===== config.mk =====
export PLATFORM = sky130hd
export DESIGN_NAME = ram_arbiter_flat
export DESIGN_NICKNAME = d
export VERILOG_FILES = /design/src/rtl/pet_ram_pkg.sv /design/src/rtl/ram_arbiter_if.sv /design/src/rtl/ram_arb_req.sv /design/src/rtl/ram_arbiter.sv /design/src/flat_wrapper.sv
export SDC_FILE = /design/constraint.sdc
export NUM_CORES = 1
export LEC_CHECK = 0
export BUFFER_PORTS_ARGS = -buffer_cell sky130_fd_sc_hd__buf_2
export CORE_ASPECT_RATIO = 1.1
export CORE_UTILIZATION = 47
export DETAILED_ROUTE_END_ITERATION = 6
export PLACE_DENSITY = 0.76
export SYNTH_ARGS = -nofsm -noshare
export SYNTH_HDL_FRONTEND = slang
export SYNTH_SLANG_ARGS = --single-unit

===== constraint.sdc =====
create_clock -name clk -period 2.7 [get_ports clk]
set_input_delay 0 -clock clk [delete_from_list [all_inputs] [get_ports clk]]
set_output_delay 0 -clock clk [all_outputs]
set_load 0.1 [all_outputs]

===== src/rtl/pet_ram_pkg.sv =====
// Shared types for the DDR byte-port arbiter: FSM states, access owner and
// the data returned to the tape player when a read is aborted.
package pet_ram_pkg;

    typedef enum logic [1:0] {
        IDLE,
        ISSUE,
        WAIT
    } state_t;

    typedef enum logic {
        OWN_LD,
        OWN_TP
    } owner_t;

    localparam logic [7:0] TP_TIMEOUT_DATA = 8'hFF;

endpackage


===== src/rtl/ram_arbiter_if.sv =====
// Loader, tape-player and memory back-end signals of the DDR byte-port arbiter.
// The arbiter uses the slave modport; the environment uses master.
interface ram_arbiter_if #(
    parameter int unsigned AW = 25,
    parameter int unsigned DW = 8
);

    logic          ld_active;
    logic          ld_wr;
    logic [AW-1:0] ld_addr;
    logic [DW-1:0] ld_din;
    logic          ld_wait;

    logic          tp_rd;
    logic [AW-1:0] tp_addr;
    logic [DW-1:0] tp_dout;
    logic          tp_valid;
    logic          cpu_stall;

    logic [AW-1:0] mem_addr;
    logic [DW-1:0] mem_din;
    logic          mem_we;
    logic          mem_rd;
    logic [DW-1:0] mem_dout;
    logic          mem_ready;

    modport slave (
        input  ld_active, ld_wr, ld_addr, ld_din, tp_rd, tp_addr, mem_dout, mem_ready,
        output ld_wait, tp_dout, tp_valid, cpu_stall, mem_addr, mem_din, mem_we, mem_rd
    );

    modport master (
        output ld_active, ld_wr, ld_addr, ld_din, tp_rd, tp_addr, mem_dout, mem_ready,
        input  ld_wait, tp_dout, tp_valid, cpu_stall, mem_addr, mem_din, mem_we, mem_rd
    );

endinterface


===== src/rtl/ram_arb_req.sv =====
// Single-entry request latch: pending flag plus payload, last strobe wins.
// A strobe coinciding with the grant keeps the flag set so it is not lost.
module ram_arb_req #(
    parameter int unsigned PW = 8
) (
    input  logic          clk,
    input  logic          reset,
    input  logic          set_i,
    input  logic          clr_i,
    input  logic [PW-1:0] payload_i,
    output logic          pend_o,
    output logic [PW-1:0] payload_o
);

    logic          pend_q;
    logic [PW-1:0] payload_q;

    always_ff @(posedge clk or posedge reset) begin
        if (reset) begin
            pend_q    <= 1'b0;
            payload_q <= '0;
        end else if (set_i) begin
            pend_q    <= 1'b1;
            payload_q <= payload_i;
        end else if (clr_i) begin
            pend_q    <= 1'b0;
        end
    end

    assign pend_o    = pend_q;
    assign payload_o = payload_q;

endmodule


===== src/rtl/ram_arbiter.sv =====
// Shares the DDR byte port between the ROM/TAP loader (writes) and the tape
// player (reads). Optional watchdog on WAIT: define RAM_ARB_WATCHDOG_EN.
module ram_arbiter
    import pet_ram_pkg::*;
#(
    parameter int unsigned AW = 25,
    parameter int unsigned DW = 8
`ifdef RAM_ARB_WATCHDOG_EN
   ,parameter int unsigned TIMEOUT = 4096
`endif
) (
    input  logic         clk,
    input  logic         reset,
    ram_arbiter_if.slave bus
`ifdef RAM_ARB_WATCHDOG_EN
   ,output logic         err
`endif
);

    logic             ld_pend, tp_pend, ld_grant, tp_grant, tp_set;
    logic [AW+DW-1:0] ld_payload;
    logic [AW-1:0]    tp_payload;

    state_t        state_q, state_d;
    owner_t        owner_q, owner_d;
    logic          seen_low_q, seen_low_d;
    logic [AW-1:0] mem_addr_q, mem_addr_d;
    logic [DW-1:0] mem_din_q, mem_din_d;
    logic [DW-1:0] tp_dout_q, tp_dout_d;
    logic          tp_valid_q, tp_valid_d;
`ifdef RAM_ARB_WATCHDOG_EN
    logic [12:0]   wd_cnt_q, wd_cnt_d;
    logic          err_q, err_d;
`endif

    // Tape reads are ignored while a download owns the memory.
    assign tp_set = bus.tp_rd & ~bus.ld_active;

    ram_arb_req #(.PW(AW + DW)) u_ld_req (
        .clk       (clk),
        .reset     (reset),
        .set_i     (bus.ld_wr),
        .clr_i     (ld_grant),
        .payload_i ({bus.ld_addr, bus.ld_din}),
        .pend_o    (ld_pend),
        .payload_o (ld_payload)
    );

    ram_arb_req #(.PW(AW)) u_tp_req (
        .clk       (clk),
        .reset     (reset),
        .set_i     (tp_set),
        .clr_i     (tp_grant),
        .payload_i (bus.tp_addr),
        .pend_o    (tp_pend),
        .payload_o (tp_payload)
    );

    always_ff @(posedge clk or posedge reset) begin
        if (reset) begin
            state_q    <= IDLE;
            owner_q    <= OWN_LD;
            seen_low_q <= 1'b0;
            mem_addr_q <= '0;
            mem_din_q  <= '0;
            tp_dout_q  <= '0;
            tp_valid_q <= 1'b0;
`ifdef RAM_ARB_WATCHDOG_EN
            wd_cnt_q   <= '0;
            err_q      <= 1'b0;
`endif
        end else begin
            state_q    <= state_d;
            owner_q    <= owner_d;
            seen_low_q <= seen_low_d;
            mem_addr_q <= mem_addr_d;
            mem_din_q  <= mem_din_d;
            tp_dout_q  <= tp_dout_d;
            tp_valid_q <= tp_valid_d;
`ifdef RAM_ARB_WATCHDOG_EN
            wd_cnt_q   <= wd_cnt_d;
            err_q      <= err_d;
`endif
        end
    end

    always_comb begin
        state_d    = state_q;
        owner_d    = owner_q;
        seen_low_d = seen_low_q;
        mem_addr_d = mem_addr_q;
        mem_din_d  = mem_din_q;
        tp_dout_d  = tp_dout_q;
        tp_valid_d = 1'b0;
        ld_grant   = 1'b0;
        tp_grant   = 1'b0;
`ifdef RAM_ARB_WATCHDOG_EN
        wd_cnt_d   = wd_cnt_q;
        err_d      = err_q;
`endif
        case (state_q)
            IDLE: begin
                if (bus.mem_ready && (ld_pend || tp_pend)) begin
                    state_d = ISSUE;
                    if (ld_pend) begin
                        owner_d                = OWN_LD;
                        ld_grant               = 1'b1;
                        {mem_addr_d, mem_din_d} = ld_payload;
                    end else begin
                        owner_d    = OWN_TP;
                        tp_grant   = 1'b1;
                        mem_addr_d = tp_payload;
                    end
                end
            end
            ISSUE: begin
                seen_low_d = 1'b0;
                state_d    = WAIT;
`ifdef RAM_ARB_WATCHDOG_EN
                wd_cnt_d   = '0;
`endif
            end
            WAIT: begin
                if (!bus.mem_ready) seen_low_d = 1'b1;
                // Completion needs a low-then-high on mem_ready, not just a high level.
                if (bus.mem_ready && seen_low_q) begin
                    state_d = IDLE;
                    if (owner_q == OWN_TP) begin
                        tp_dout_d  = bus.mem_dout;
                        tp_valid_d = 1'b1;
                    end
                end
`ifdef RAM_ARB_WATCHDOG_EN
                else if (wd_cnt_q == 13'(TIMEOUT - 1)) begin
                    state_d = IDLE;
                    err_d   = 1'b1;
                    if (owner_q == OWN_TP) begin
                        tp_dout_d  = DW'(TP_TIMEOUT_DATA);
                        tp_valid_d = 1'b1;
                    end
                end else begin
                    wd_cnt_d = wd_cnt_q + 13'd1;
                end
`endif
            end
            default: state_d = IDLE;
        endcase
    end

    assign bus.ld_wait   = ld_pend | bus.ld_wr | ((owner_q == OWN_LD) && (state_q != IDLE));
    assign bus.cpu_stall = tp_pend | tp_set | ((owner_q == OWN_TP) && (state_q != IDLE));
    assign bus.mem_we    = (state_q == ISSUE) && (owner_q == OWN_LD);
    assign bus.mem_rd    = (state_q == ISSUE) && (owner_q == OWN_TP);
    assign bus.mem_addr  = mem_addr_q;
    assign bus.mem_din   = mem_din_q;
    assign bus.tp_dout   = tp_dout_q;
    assign bus.tp_valid  = tp_valid_q;
`ifdef RAM_ARB_WATCHDOG_EN
    assign err           = err_q;
`endif

endmodule


===== src/flat_wrapper.sv =====
// flat-port wrapper written by rule: the top's interface ports become plain ports
module ram_arbiter_flat import pet_ram_pkg::*;
#(
    parameter int unsigned AW = 25,
    parameter int unsigned DW = 8

)
  (clk, reset, bus_ld_active, bus_ld_wr, bus_ld_addr, bus_ld_din, bus_tp_rd, bus_tp_addr, bus_mem_dout, bus_mem_ready, bus_ld_wait, bus_tp_dout, bus_tp_valid, bus_cpu_stall, bus_mem_addr, bus_mem_din, bus_mem_we, bus_mem_rd);
  ram_arbiter_if #(.AW(AW), .DW(DW)) bus_i ();
  input  logic clk;
  input  logic reset;
  input wire logic [$bits(bus_i.ld_active)-1:0] bus_ld_active;
  input wire logic [$bits(bus_i.ld_wr)-1:0] bus_ld_wr;
  input wire logic [$bits(bus_i.ld_addr)-1:0] bus_ld_addr;
  input wire logic [$bits(bus_i.ld_din)-1:0] bus_ld_din;
  input wire logic [$bits(bus_i.tp_rd)-1:0] bus_tp_rd;
  input wire logic [$bits(bus_i.tp_addr)-1:0] bus_tp_addr;
  input wire logic [$bits(bus_i.mem_dout)-1:0] bus_mem_dout;
  input wire logic [$bits(bus_i.mem_ready)-1:0] bus_mem_ready;
  output wire logic [$bits(bus_i.ld_wait)-1:0] bus_ld_wait;
  output wire logic [$bits(bus_i.tp_dout)-1:0] bus_tp_dout;
  output wire logic [$bits(bus_i.tp_valid)-1:0] bus_tp_valid;
  output wire logic [$bits(bus_i.cpu_stall)-1:0] bus_cpu_stall;
  output wire logic [$bits(bus_i.mem_addr)-1:0] bus_mem_addr;
  output wire logic [$bits(bus_i.mem_din)-1:0] bus_mem_din;
  output wire logic [$bits(bus_i.mem_we)-1:0] bus_mem_we;
  output wire logic [$bits(bus_i.mem_rd)-1:0] bus_mem_rd;
  assign bus_i.ld_active = bus_ld_active;
  assign bus_i.ld_wr = bus_ld_wr;
  assign bus_i.ld_addr = bus_ld_addr;
  assign bus_i.ld_din = bus_ld_din;
  assign bus_i.tp_rd = bus_tp_rd;
  assign bus_i.tp_addr = bus_tp_addr;
  assign bus_i.mem_dout = bus_mem_dout;
  assign bus_i.mem_ready = bus_mem_ready;
  assign bus_ld_wait = bus_i.ld_wait;
  assign bus_tp_dout = bus_i.tp_dout;
  assign bus_tp_valid = bus_i.tp_valid;
  assign bus_cpu_stall = bus_i.cpu_stall;
  assign bus_mem_addr = bus_i.mem_addr;
  assign bus_mem_din = bus_i.mem_din;
  assign bus_mem_we = bus_i.mem_we;
  assign bus_mem_rd = bus_i.mem_rd;
  ram_arbiter #(.AW(AW), .DW(DW)) u_core (.clk(clk), .reset(reset), .bus(bus_i));
endmodule

== After elaboration in Yosys (flattened, before gate mapping) ==
Cells that the tools add are included.
Word-level totals
  register bits: 106
  input port bits: 72
Cells by class
  equality and inequality tests: 5
  muxes and demuxes: 19
  reduce and logical (&&, ||, !) cells: 17
  bitwise operators: 7
Operator list (number)
  25-bit two-way mux: 1
  1-bit two-way mux: 14
  2-bit nonzero test: 4
  1-bit logical AND: 6
  2-bit case mux with 3 select lines: 1
  2-bit AND reduction: 3
  3-bit AND reduction: 2
  2-bit two-way mux: 2
  2-bit by 1-bit != test with 1-bit output (second input constant): 2
  1-bit OR: 4
  2-bit by 1-bit == test with 1-bit output (second input constant): 1
  2-bit == test (second input constant): 1
  2-bit logical NOT: 1
  2-bit != test (second input constant): 1
  1-bit NOT: 2
  1-bit case mux with 2 select lines: 1
  1-bit bitwise AND: 1
  1-bit logical OR: 1

== Longest topological paths before layout ==
  depth in word-level cells: 6
  mapped depth: 5
  depth with buffers taken out: 3

== By module ==
From an unflattened synthesis, not the netlist that was laid out.
Unflattened totals
  cells, all modules: 273
  area total of the unflattened synthesis: 4658.2 sq um
Modules (own cells, without submodules)
  ram_arbiter: times used 1, cells each 142, area an instance 2170.8 sq um
  ram_arb_req (u_core.u_ld_req): times used 1, cells each 74, area an instance 1417.6 sq um
  ram_arb_req (u_core.u_tp_req): times used 1, cells each 57, area an instance 1069.8 sq um

== Worst setup path after synthesis ==
No wires, ideal clock.
  path type: register -> output
  start point: reg u_core.state_q[0]
  end point: out bus_cpu_stall
  path buffers: 0
  arrival time: 2562 ps
  path slack: 138 ps
  stages on the path, launching flop included: 3
  cells stage by stage: dfrtp_1 nor2_1 o21ai_0
On the way
  cells in the longest elaborated chain, start to end: 3
RTL lines
  from (decl): RTL line ram_arbiter.sv:24  | state_t state_q, state_d;
  from (signal assigned): RTL line ram_arbiter.sv:73  | state_q <= state_d;
  2-bit nonzero test: RTL line ram_arbiter.sv:151  | assign bus.cpu_stall = tp_pend | tp_set | ((owner_q == OWN_TP) && (state_q != IDLE));
  1-bit logical AND: RTL line ram_arbiter.sv:151
  1-bit OR: RTL line ram_arbiter.sv:151
  to (decl): RTL line flat_wrapper.sv:23  | output wire logic [$bits(bus_i.cpu_stall)-1:0] bus_cpu_stall;
Every way passes these cells.

== Final worst setup path ==
  start point: reg u_core.state_q[1]
  end point: reg u_core.mem_addr_q[24] (netlist: u_core.bus.mem_addr[24])
On the way
  cells in the longest elaborated chain, start to end: 2
RTL lines
  2-bit logical NOT: RTL line ram_arbiter.sv:101  | case (state_q)
  2-bit AND reduction (no line)
  to (signal assigned): RTL line ram_arbiter.sv:76  | mem_addr_q <= mem_addr_d;
  to (decl): RTL line ram_arbiter.sv:27  | logic [AW-1:0] mem_addr_q, mem_addr_d;
Every way passes these cells.
A chain may end at the register's enable or synchronous reset.

==> run_results.csv <==
group,metric,value,unit
global_routing,use_met2,34.4,%
die,die_h,103,microns
detailed_routing,wl_per_cell,15.6,microns
die,rows,36,
yosys,ys_seq_area_share,61.3,%
timing,hold_violations,0,
place,port_buffers,117,
hold_path,hold_start,"bus_mem_ready",
yosys,syn_area_per_cell,15.9,sq um
clock_tree,clkLatencyLatePin,360,ps
detailed_routing,antenna_left,0,
critical_path,critPathLaunchType,"flop",
status,status,"completed",
yosys,syn_area,4330,sq um
critical_path,crit_path_end_kind,"flop",
yosys,synth_seq_cells,106,
timing,fin_crit_sh,66.7,%
global_routing,grt_pass1_wl,14.4,mm
critical_path,critPathKind,"flop to flop",
place,dp_hpwl,5.69,mm
cells_and_area,nFillCells,670,
place,globalplace.congestion,0.738,
timing,period_minus_slack,1800,ps
global_routing,grt_max_degree,53,
critical_path,worstReg2RegEnd,"u_core.bus.mem_addr[24]",
yosys,syn_inst,272,
die,dieArea,9600,sq um
clock_tree,clockBufferDepth,2,
timing,clock.fmax,0.555,GHz
clock_tree,clkSlewWorstSetupHoldPaths,90,ps
run,maxCapViolCount,0,
hold_path,hold_class,"primary input to flop",
die,io_pins,118,
hold_path,hold_end,"u_core.state_q[1]",
global_routing,grt_use_met3,4.06,%
detailed_routing,wirelength,9.00,mm
clock_tree,htreeDepth,3,
timing,fin_tns_setup,0,ps
timing,setup_viol,0,
critical_path,reg2reg_slack,900,ps
yosys,synth_warnings,0,
cells_and_area,nets,530,
detailed_routing,vias,2859,
critical_path,startpoint,"u_core.state_q[1]",
global_routing,top_usage_layer,"met2",
clock_tree,numCtsBuffers,9,
global_routing,gr-total-overflow,0,
timing,slew_headroom,42.0,%
timing,finalClockSkew,12.2,ps
clock_tree,cts.sinks,106,
timing,tightest_slew,868,ps
critical_path,reg2regPathDepth,3,
clock_tree,cts_resized,0,
critical_path,required,2950,ps
yosys,synth_cell_types,23,
clock_tree,post_cts_buffers,0,
cells_and_area,drive_gt1_share,53.6,%
critical_path,cp_max_fo,27,
yosys,synth_nets,344,
clock_tree,root_buffer,"clkbuf_8",
die,initial_utilization,48.5,%
die,fp.coreArea,8920,sq um
global_routing,antenna_found_initial,0,
detailed_routing,first_iter_violations,106,
timing,drv_slew,0,
detailed_routing,drc,0,
critical_path,worstPathArrival,2050,ps
global_routing,grt_util_met1,24.1,%
critical_path,r2r_start,"u_core.state_q[1]",
cells_and_area,diodes,0,
cells_and_area,syn2layout_area_growth,35.8,%
detailed_routing,vias_per_cell,4.95,
timing,rsz0062_at_grt,"no",
hold_path,whs_path_depth,4,
global_routing,grt_pass1_vias,3049,
die,die_w,93.5,microns
detailed_routing,drtPass1Iterations,4,
global_routing,grt.total_usage,19.8,%
clock_tree,cts_tree,"yes",
-- per-stage QoR --
stage               area [sq um]  hold slack, ps  std cells  worst slack, ps  util (%)
finish                      5880            10.8        577              900      65.9
global route                5880            4.32        577              787      65.9
CTS                         5880           0.855        577              883      65.9
detailed placement          5030             193        494              904      56.5
global placement            5030             186        494              926      56.5
floorplan                   4330             149        272              138         -
-- area by class of cell --
cell class	count	area, sq um	area share, %
flip-flops and latches	106	2650	45.1
multi-input cells	148	1590	27.0
repair buffers	189	1310	22.2
well taps	114	143	2.43
clock buffers	11	131	2.23
clock inverters	5	41.3	0.702
inverters	4	18.8	0.319
-- flip-flops by register name, indices dropped and copies added, names as in the netlist --
name,count
u_core.u_ld_req.payload_o,33
u_core.bus.mem_addr,25
u_core.u_tp_req.payload_o,25
u_core.bus.mem_din,8
u_core.bus.tp_dout,8
u_core.state_q,2
u_core.bus.tp_valid,1
u_core.owner_q,1
u_core.seen_low_q,1
u_core.u_ld_req.pend_o,1
u_core.u_tp_req.pend_o,1
-- layer usage --
metal / vias to the layer above / part of all wire (%)
met5: - / 0
met4: 0 / 1.5
met3: 14 / 5.4
met2: 95 / 50
met1: 1423 / 43
li1: 1327 / -
-- worst max-delay path, stage by stage, from the launching register on --
cell and delay, ps:
dfrtp_1 460, or3b_4 440, nor2_8 400, mux2_2 390
-- placed cells by master, fill, tap and decap left out, types with 4 or more instances in the layout --
cell / n
nor2_1: 6
dlygate4sd3_1: 67
mux2_2: 98
mux2_1: 18
clkbuf_8: 9
buf_4: 4
buf_2: 117
mux2_4: 8
o21ai_0: 4
dfrtp_1: 106
-- synthesized netlist by cell type --
| master | count | area share (%) |
|---|---|---|
| buf_6 | 3 | 0.78 |
| mux2_4 | 8 | 2.8 |
| nor2b_1 | 1 | 0.14 |
| mux2_2 | 98 | 25 |
| and3_1 | 1 | 0.14 |
| nand2b_1 | 2 | 0.29 |
| inv_1 | 3 | 0.26 |
| nand3b_1 | 1 | 0.17 |
| mux2i_1 | 1 | 0.23 |
| o21ai_0 | 4 | 0.46 |
| dfrtp_1 | 106 | 61 |
| nor2_8 | 1 | 0.46 |
| inv_2 | 1 | 0.087 |
| or3b_4 | 1 | 0.26 |
| nor2_1 | 6 | 0.52 |
| mux2_1 | 18 | 4.7 |
| nand2_1 | 3 | 0.26 |
| a21o_1 | 1 | 0.17 |
| buf_1 | 4 | 0.35 |
| a21oi_1 | 1 | 0.12 |
| clkbuf_1 | 1 | 0.087 |
| or4_4 | 1 | 0.26 |
| buf_2 | 6 | 0.69 |
-- timing repair --
item / CTS / global route
setup endpoints to repair: 0 / 0
hold endpoints to repair: 101 / 0
hold buffers: 67 / 0
-- worst max-delay path by stage --
stage / to / slack (ps) / cells past startpoint
after floorplan: bus_cpu_stall / 140 / 2
after global placement: u_core.bus.mem_addr[19] / 930 / 3
after detailed placement: u_core.bus.mem_addr[18] / 900 / 3
after CTS: u_core.bus.mem_addr[24] / 880 / 3
after global routing: u_core.bus.mem_addr[24] / 790 / 3
final: u_core.bus.mem_addr[24] / 900 / 3
-- kinds of logic after synthesis --
group                  Yosys count  share of synthesized area, %
DFF                            106                          61.3
and+or+nand+nor                 17                          2.52
AOI/OAI and AO/OA                6                         0.752
muxes                          125                          33.2
buffers and inverters           18                          2.25
Power is left out: the tool's default activity adds up to more than one toggle a clock period on the data nets, which glitch-free logic cannot reach.
